===== src/rtl/i2s_audio_tx.sv =====
// ---------------------------------------------------------------------------
// i2s_audio_tx
//
// I2S serializer for the external DAC. A one-deep holding buffer accepts a
// stereo PCM sample; at the start of each frame the buffer (or, if it is
// empty, the previous frame) is loaded into the frame shift source and sent
// MSB first, left channel then right channel. All logic runs on clk_p.
//
// Ports:
//   clk_p         pixel clock, all logic on the rising edge
//   reset         asynchronous, active-high reset
//   l_data        left sample (two's complement, passed through unchanged)
//   r_data        right sample
//   sample_valid  l_data/r_data valid this cycle
//   sample_ready  holding buffer empty
//   i2s_bclk      bit clock, period 2*BCLK_HALF clk_p cycles
//   i2s_lrck      word select, 0 = left, 1 = right (leads MSB by one BCLK)
//   i2s_din       serial data, changes with the falling edge of i2s_bclk
//   underrun      one-cycle pulse when a frame is loaded with no new sample
//   underrun_cnt  saturating count of underrun pulses
//
// Handshake: a transfer happens on a rising clk_p edge where
// sample_valid & sample_ready are both 1. sample_ready is the registered
// inverse of the buffer-full flag, so it never depends on sample_valid in
// the same cycle. While sample_ready is 0 the source must keep its data
// and sample_valid stable; nothing is captured.
// ---------------------------------------------------------------------------
module i2s_audio_tx #(
  parameter int BCLK_HALF = 8,
  parameter int SAMPLE_W  = 16
) (
  input  logic                clk_p,
  input  logic                reset,
  input  logic [SAMPLE_W-1:0] l_data,
  input  logic [SAMPLE_W-1:0] r_data,
  input  logic                sample_valid,
  output logic                sample_ready,
  output logic                i2s_bclk,
  output logic                i2s_lrck,
  output logic                i2s_din,
  output logic                underrun,
  output logic [7:0]          underrun_cnt
);

  localparam int FRAME_W = 2 * SAMPLE_W;
  localparam int DIV_W   = $clog2(BCLK_HALF);
  localparam int SLOT_W  = $clog2(FRAME_W);

  logic [DIV_W-1:0]    div_cnt_q, div_cnt_d;
  logic                bclk_q, bclk_d;
  logic [SLOT_W-1:0]   slot_q, slot_d;
  logic [FRAME_W-1:0]  frame_q, frame_d;
  logic [FRAME_W-1:0]  last_q, last_d;
  logic [SAMPLE_W-1:0] hold_l_q, hold_l_d;
  logic [SAMPLE_W-1:0] hold_r_q, hold_r_d;
  logic                hold_full_q, hold_full_d;
  logic                din_q, din_d;
  logic                lrck_q, lrck_d;
  logic                underrun_q, underrun_d;
  logic [7:0]          underrun_cnt_q, underrun_cnt_d;

  logic                div_tc;
  logic                fall_evt;
  logic                slot_wrap;
  logic [SLOT_W-1:0]   bit_idx;

  assign div_tc    = (div_cnt_q == DIV_W'(BCLK_HALF - 1));
  // bclk is about to go 1->0: this is the only moment slot/outputs advance.
  assign fall_evt  = div_tc & bclk_q;
  assign slot_wrap = (slot_q == SLOT_W'(FRAME_W - 1));

  always_comb begin
    div_cnt_d      = div_tc ? '0 : div_cnt_q + 1'b1;
    bclk_d         = div_tc ? ~bclk_q : bclk_q;
    slot_d         = slot_q;
    frame_d        = frame_q;
    last_d         = last_q;
    hold_l_d       = hold_l_q;
    hold_r_d       = hold_r_q;
    hold_full_d    = hold_full_q;
    din_d          = din_q;
    lrck_d         = lrck_q;
    underrun_d     = 1'b0;
    underrun_cnt_d = underrun_cnt_q;
    bit_idx        = '0;

    if (fall_evt) begin
      slot_d = slot_wrap ? '0 : slot_q + 1'b1;
      if (slot_wrap) begin
        // Frame boundary: the load looks at the buffer state before any
        // transfer in this same cycle, so a simultaneous transfer lands in
        // the buffer and plays on the following frame.
        if (hold_full_q) begin
          frame_d     = {hold_l_q, hold_r_q};
          last_d      = {hold_l_q, hold_r_q};
          hold_full_d = 1'b0;
        end else begin
          frame_d    = last_q;
          underrun_d = 1'b1;
          if (underrun_cnt_q != 8'hFF) begin
            underrun_cnt_d = underrun_cnt_q + 8'd1;
          end
        end
      end
      // Slot 0 carries frame bit FRAME_W-1 (left MSB).
      bit_idx = SLOT_W'(FRAME_W - 1) - slot_d;
      din_d   = frame_d[bit_idx];
      // Word select switches one slot ahead of the channel's MSB.
      lrck_d  = (slot_d >= SLOT_W'(SAMPLE_W - 1)) &&
                (slot_d <= SLOT_W'(FRAME_W - 2));
    end

    // Capture is gated by the registered flag only; a load that empties
    // the buffer this cycle does not open it until the next cycle.
    if (sample_valid && !hold_full_q) begin
      hold_l_d    = l_data;
      hold_r_d    = r_data;
      hold_full_d = 1'b1;
    end
  end

  always_ff @(posedge clk_p or posedge reset) begin
    if (reset) begin
      div_cnt_q      <= '0;
      bclk_q         <= 1'b0;
      slot_q         <= SLOT_W'(FRAME_W - 1);
      frame_q        <= '0;
      last_q         <= '0;
      hold_l_q       <= '0;
      hold_r_q       <= '0;
      hold_full_q    <= 1'b0;
      din_q          <= 1'b0;
      lrck_q         <= 1'b0;
      underrun_q     <= 1'b0;
      underrun_cnt_q <= '0;
    end else begin
      div_cnt_q      <= div_cnt_d;
      bclk_q         <= bclk_d;
      slot_q         <= slot_d;
      frame_q        <= frame_d;
      last_q         <= last_d;
      hold_l_q       <= hold_l_d;
      hold_r_q       <= hold_r_d;
      hold_full_q    <= hold_full_d;
      din_q          <= din_d;
      lrck_q         <= lrck_d;
      underrun_q     <= underrun_d;
      underrun_cnt_q <= underrun_cnt_d;
    end
  end

  assign sample_ready = ~hold_full_q;
  assign i2s_bclk     = bclk_q;
  assign i2s_lrck     = lrck_q;
  assign i2s_din      = din_q;
  assign underrun     = underrun_q;
  assign underrun_cnt = underrun_cnt_q;

endmodule


===== config.mk =====
export PLATFORM = sky130hd
export DESIGN_NAME = i2s_audio_tx
export DESIGN_NICKNAME = d
export VERILOG_FILES = /design/src/rtl/i2s_audio_tx.sv
export SDC_FILE = /design/constraint.sdc
export NUM_CORES = 1
export LEC_CHECK = 0
export CORE_ASPECT_RATIO = 1.2
export CORE_MARGIN = 1.5
export CORE_UTILIZATION = 52
export CTS_BUF_LIST = sky130_fd_sc_hd__clkbuf_16
export DETAILED_ROUTE_END_ITERATION = 10
export GPL_TIMING_DRIVEN = 0
export PLACE_DENSITY = 0.86
export REMOVE_ABC_BUFFERS = 1
export SYNTH_ARGS = -nofsm -noshare
export SYNTH_HDL_FRONTEND = slang
export SYNTH_SLANG_ARGS = --single-unit

===== constraint.sdc =====
create_clock -name clk_p -period 3.4 [get_ports clk_p]
set_clock_uncertainty 0.1 [all_clocks]
set_input_delay 0.51 -clock clk_p [delete_from_list [all_inputs] [get_ports clk_p]]
set_output_delay 0.51 -clock clk_p [all_outputs]
set_load 0.01 [all_outputs]

==> flow_summary_export.csv <==
group,metric,value,unit
pwr,totalPowerFinal,0.00346,W
drt,dr_wl_met3,476,um
clocking,clock_tree.buffer_depth,2,
drt,antenna_left,0,
timing,post-route-period-util,93.9,%
logic_synthesis,synthesis.area,5150,um^2
setup_path,start_kind,"flip-flop",
clocking,clockRootBuffer,"clkbuf_16",
logic_synthesis,synth_top_family_by_area,"multiplexers",
timing,fin_crit,3.19,ns
cells_and_area,antenna_cells,0,
logic_synthesis,synth-compound-area-share,5.95,%
drt,drtPass1Iterations,4,
floorplanning,initial_core_util,53.9,%
setup_path,crit_buf_inv,0,
pwr,ir_worst_vdd,0.000394,V
clocking,cts.sinks,117,
logic_synthesis,synth_warnings,0,
cells_and_area,synthToLayoutAreaGrowth,23.4,%
logic_synthesis,avgSynthCellArea,12.9,um^2
clocking,clk_latency,0.42,ns
logic_synthesis,synth_edf_count,0,
setup_path,critPathMaxStageDelay,0.82,ns
timing,rsz0062_at_grt,"no",
logic_synthesis,synth_fa_ha_area_share,1.17,%
floorplanning,placeableCoreArea,9560,um^2
setup_path,criticalPathCategory,"flip-flop to flip-flop",
placed_design,port_buffers,47,
drt,wl_met2,5.07,mm
cells_and_area,fillers,691,
logic_synthesis,synth_seq_cells,117,
clocking,cts_buffers,17,
timing,maxSlewHeadroom,34.1,%
pwr,powerDensity,545,nW/um^2
outcome,outcome,"completed",
pwr,p_leak,3.07,nW
setup_path,arrival,3.39,ns
cells_and_area,layout-drive-gt1-share,26.2,%
setup_path,crit_path_end_kind,"flip-flop",
global_routing,grt_pass1_wl,16.6,mm
global_routing,grt_remaining_overflow,0,
global_routing,grt_max_degree,67,
clocking,cts_tree,"built",
setup_path,cp_slowest_cell,"dfstp_2",
timing,worst_slack,0.206,ns
drt,vias,3222,
drt,wl_met1,4.02,mm
floorplanning,ios,48,
logic_synthesis,synth_xor_area_share,2.57,%
placed_design,dp_hpwl,5.94,mm
global_routing,first_global_vias,3522,
cells_and_area,layout.nets,481,
timing,hold_viol_final,0,
clocking,cts_max_level,4,
drt,avgRoutedWirePerCell,16.9,um
placed_design,dp_worst_setup_slack,-0.156,ns
drt,drc,0,
logic_synthesis,synth_cells,399,
logic_synthesis,synthMuxAreaShare,23.8,%
timing,fmax,313,MHz
global_routing,antenna_found_initial,0,
timing,setup_viol,0,
floorplanning,die_area,10500,um^2
timing,slew_viol_final,0,
placed_design,place_congestion,0.750,
floorplanning,die_y,112,um
logic_synthesis,ys_seq_area_share,56.9,%
worst_hold_path,hp-class,"flip-flop to flip-flop",
logic_synthesis,synth-simple-area-share,6.87,%
setup_path,crit_required,3.59,ns
clocking,post_cts_buffers,0,
logic_synthesis,synth.distinct_cells,40,
clocking,cts.reportedPaths.clkPinSlew,0.05,ns
drt,via_per_inst,5.57,
setup_path,crit_path_cell_trace,"ha_2 > and4_1 > nand2_4 > a311oi_4 > mux2_2",
job,maxCapViolCount,0,
global_routing,grt.total_usage,20.6,%
floorplanning,rows,39,
floorplanning,die_x,93.9,um
timing,worstMarginPinSlew,0.986,ns
setup_path,crit_family,"flip-flops",
drt,drt-total-wl,9.74,mm
setup_path,cp_max_fo,66,
drt,drt_iter0_markers,173,
logic_synthesis,synthArstFlopShare,100,%
drt,dr.max_layer_used,"met4",
logic_synthesis,ys.flop_type,"dfrtp_1",
## area by class of cell
class	count	area, um^2	share of cell area (%)
Sequential cell	117	2940	46.2
Multi-Input combinational cell	254	2100	33.0
Timing Repair Buffer	50	546	8.58
Clock buffer	17	425	6.69
Clock inverter	15	186	2.93
Tap cell	123	154	2.42
Inverter	2	10.0	0.157
## flip-flops by register name, indices dropped and copies added (netlist names)
signal	cells
underrun	1
i2s_lrck	1
slot_q	5
hold_full_q	1
last_q	32
i2s_bclk	1
underrun_cnt	8
hold_r_q	16
frame_q	32
div_cnt_q	3
i2s_din	1
hold_l_q	16
## cell usage in the layout (no fill, tap or decap), types with 3 or more instances in the layout
master	instances
bufinv_16	4
clkbuf_16	17
clkdlybuf4s50_1	47
clkinv_2	4
clkinvlp_4	4
dfrtp_1	111
dfstp_2	5
ha_1	3
mux2_2	70
mux2i_1	37
mux4_2	3
nand2_1	42
nand3_1	4
nand4_1	8
nor2_1	9
nor2b_1	4
o21ai_0	34
xnor2_1	8
xor2_1	4
## Yosys cell counts (5+ instances only)
cell type  instances  area (um^2)
buf_1              6         22.5
buf_2              6         30.0
buf_4              5         37.5
clkbuf_1           8         30.0
dfrtp_1          112         2800
dfstp_2            5          131
mux2_2            70          788
mux2i_1           37          370
nand2_1           42          158
nand3_1            5         25.0
nand4_1            8         50.1
nor2_1             9         33.8
nor2b_1            5         31.3
o21ai_0           34          170
xnor2_1            8         70.1
## worst paths after layout
check	startpoint	endpoint	slack (ns)	cells after the start
min	div_cnt_q[0]	div_cnt_q[0]	0.35	1
min in group asynchronous	reset	underrun_cnt[2]	0.50	2
max reg2reg	slot_q[0]	underrun_cnt[1]	0.21	5
max	slot_q[0]	underrun_cnt[1]	0.21	5
max in group asynchronous	reset	slot_q[2]	1.92	3
min reg2reg	div_cnt_q[0]	div_cnt_q[0]	0.35	1
## kinds of logic after synthesis
| family | Yosys count |
|---|---|
| AOI/OAI and AO/OA | 49 |
| xor gates and xnor gates | 13 |
| adders and majority gates | 5 |
| buffers and inverters | 28 |
| DFF | 117 |
| muxes | 110 |
| and+or+nand+nor | 77 |
## routing by layer
layer  vias to the layer above  global-route usage (%)
li1                       1500                       -
met1                      1617                    24.6
met2                        87                    34.4
met3                        18                    6.64
met4                         0                    8.36
met5                         -                       0
## through the flow
stage                     cells  hold slack (ns)  TNS [ns]  cell area [um^2]  utilization, %
after floorplan             373            0.303    -33.88              5020               -
after global placement      543            0.315   -269.90              5650            59.0
after detailed placement    546            0.336    -0.709              5740            60.0
after CTS                   578            0.344         0              6350            66.4
after global routing        578            0.376         0              6360            66.5
final                       578            0.348         0              6360            66.5
## repair_timing
action / in CTS / in global routing
endpoints found under the setup margin: 7 / 7
hold buffers: 0 / 0
resized for setup: 1 / 1
## power by group
group / switching [W] / internal [W]
Clock: 0.000621 / 0.00121
Sequential: 0.0000380 / 0.00144
Combinational: 0.0000564 / 0.0000894
Total: 0.000715 / 0.00275
No activity file was read; power rests on OpenSTA's default activity.
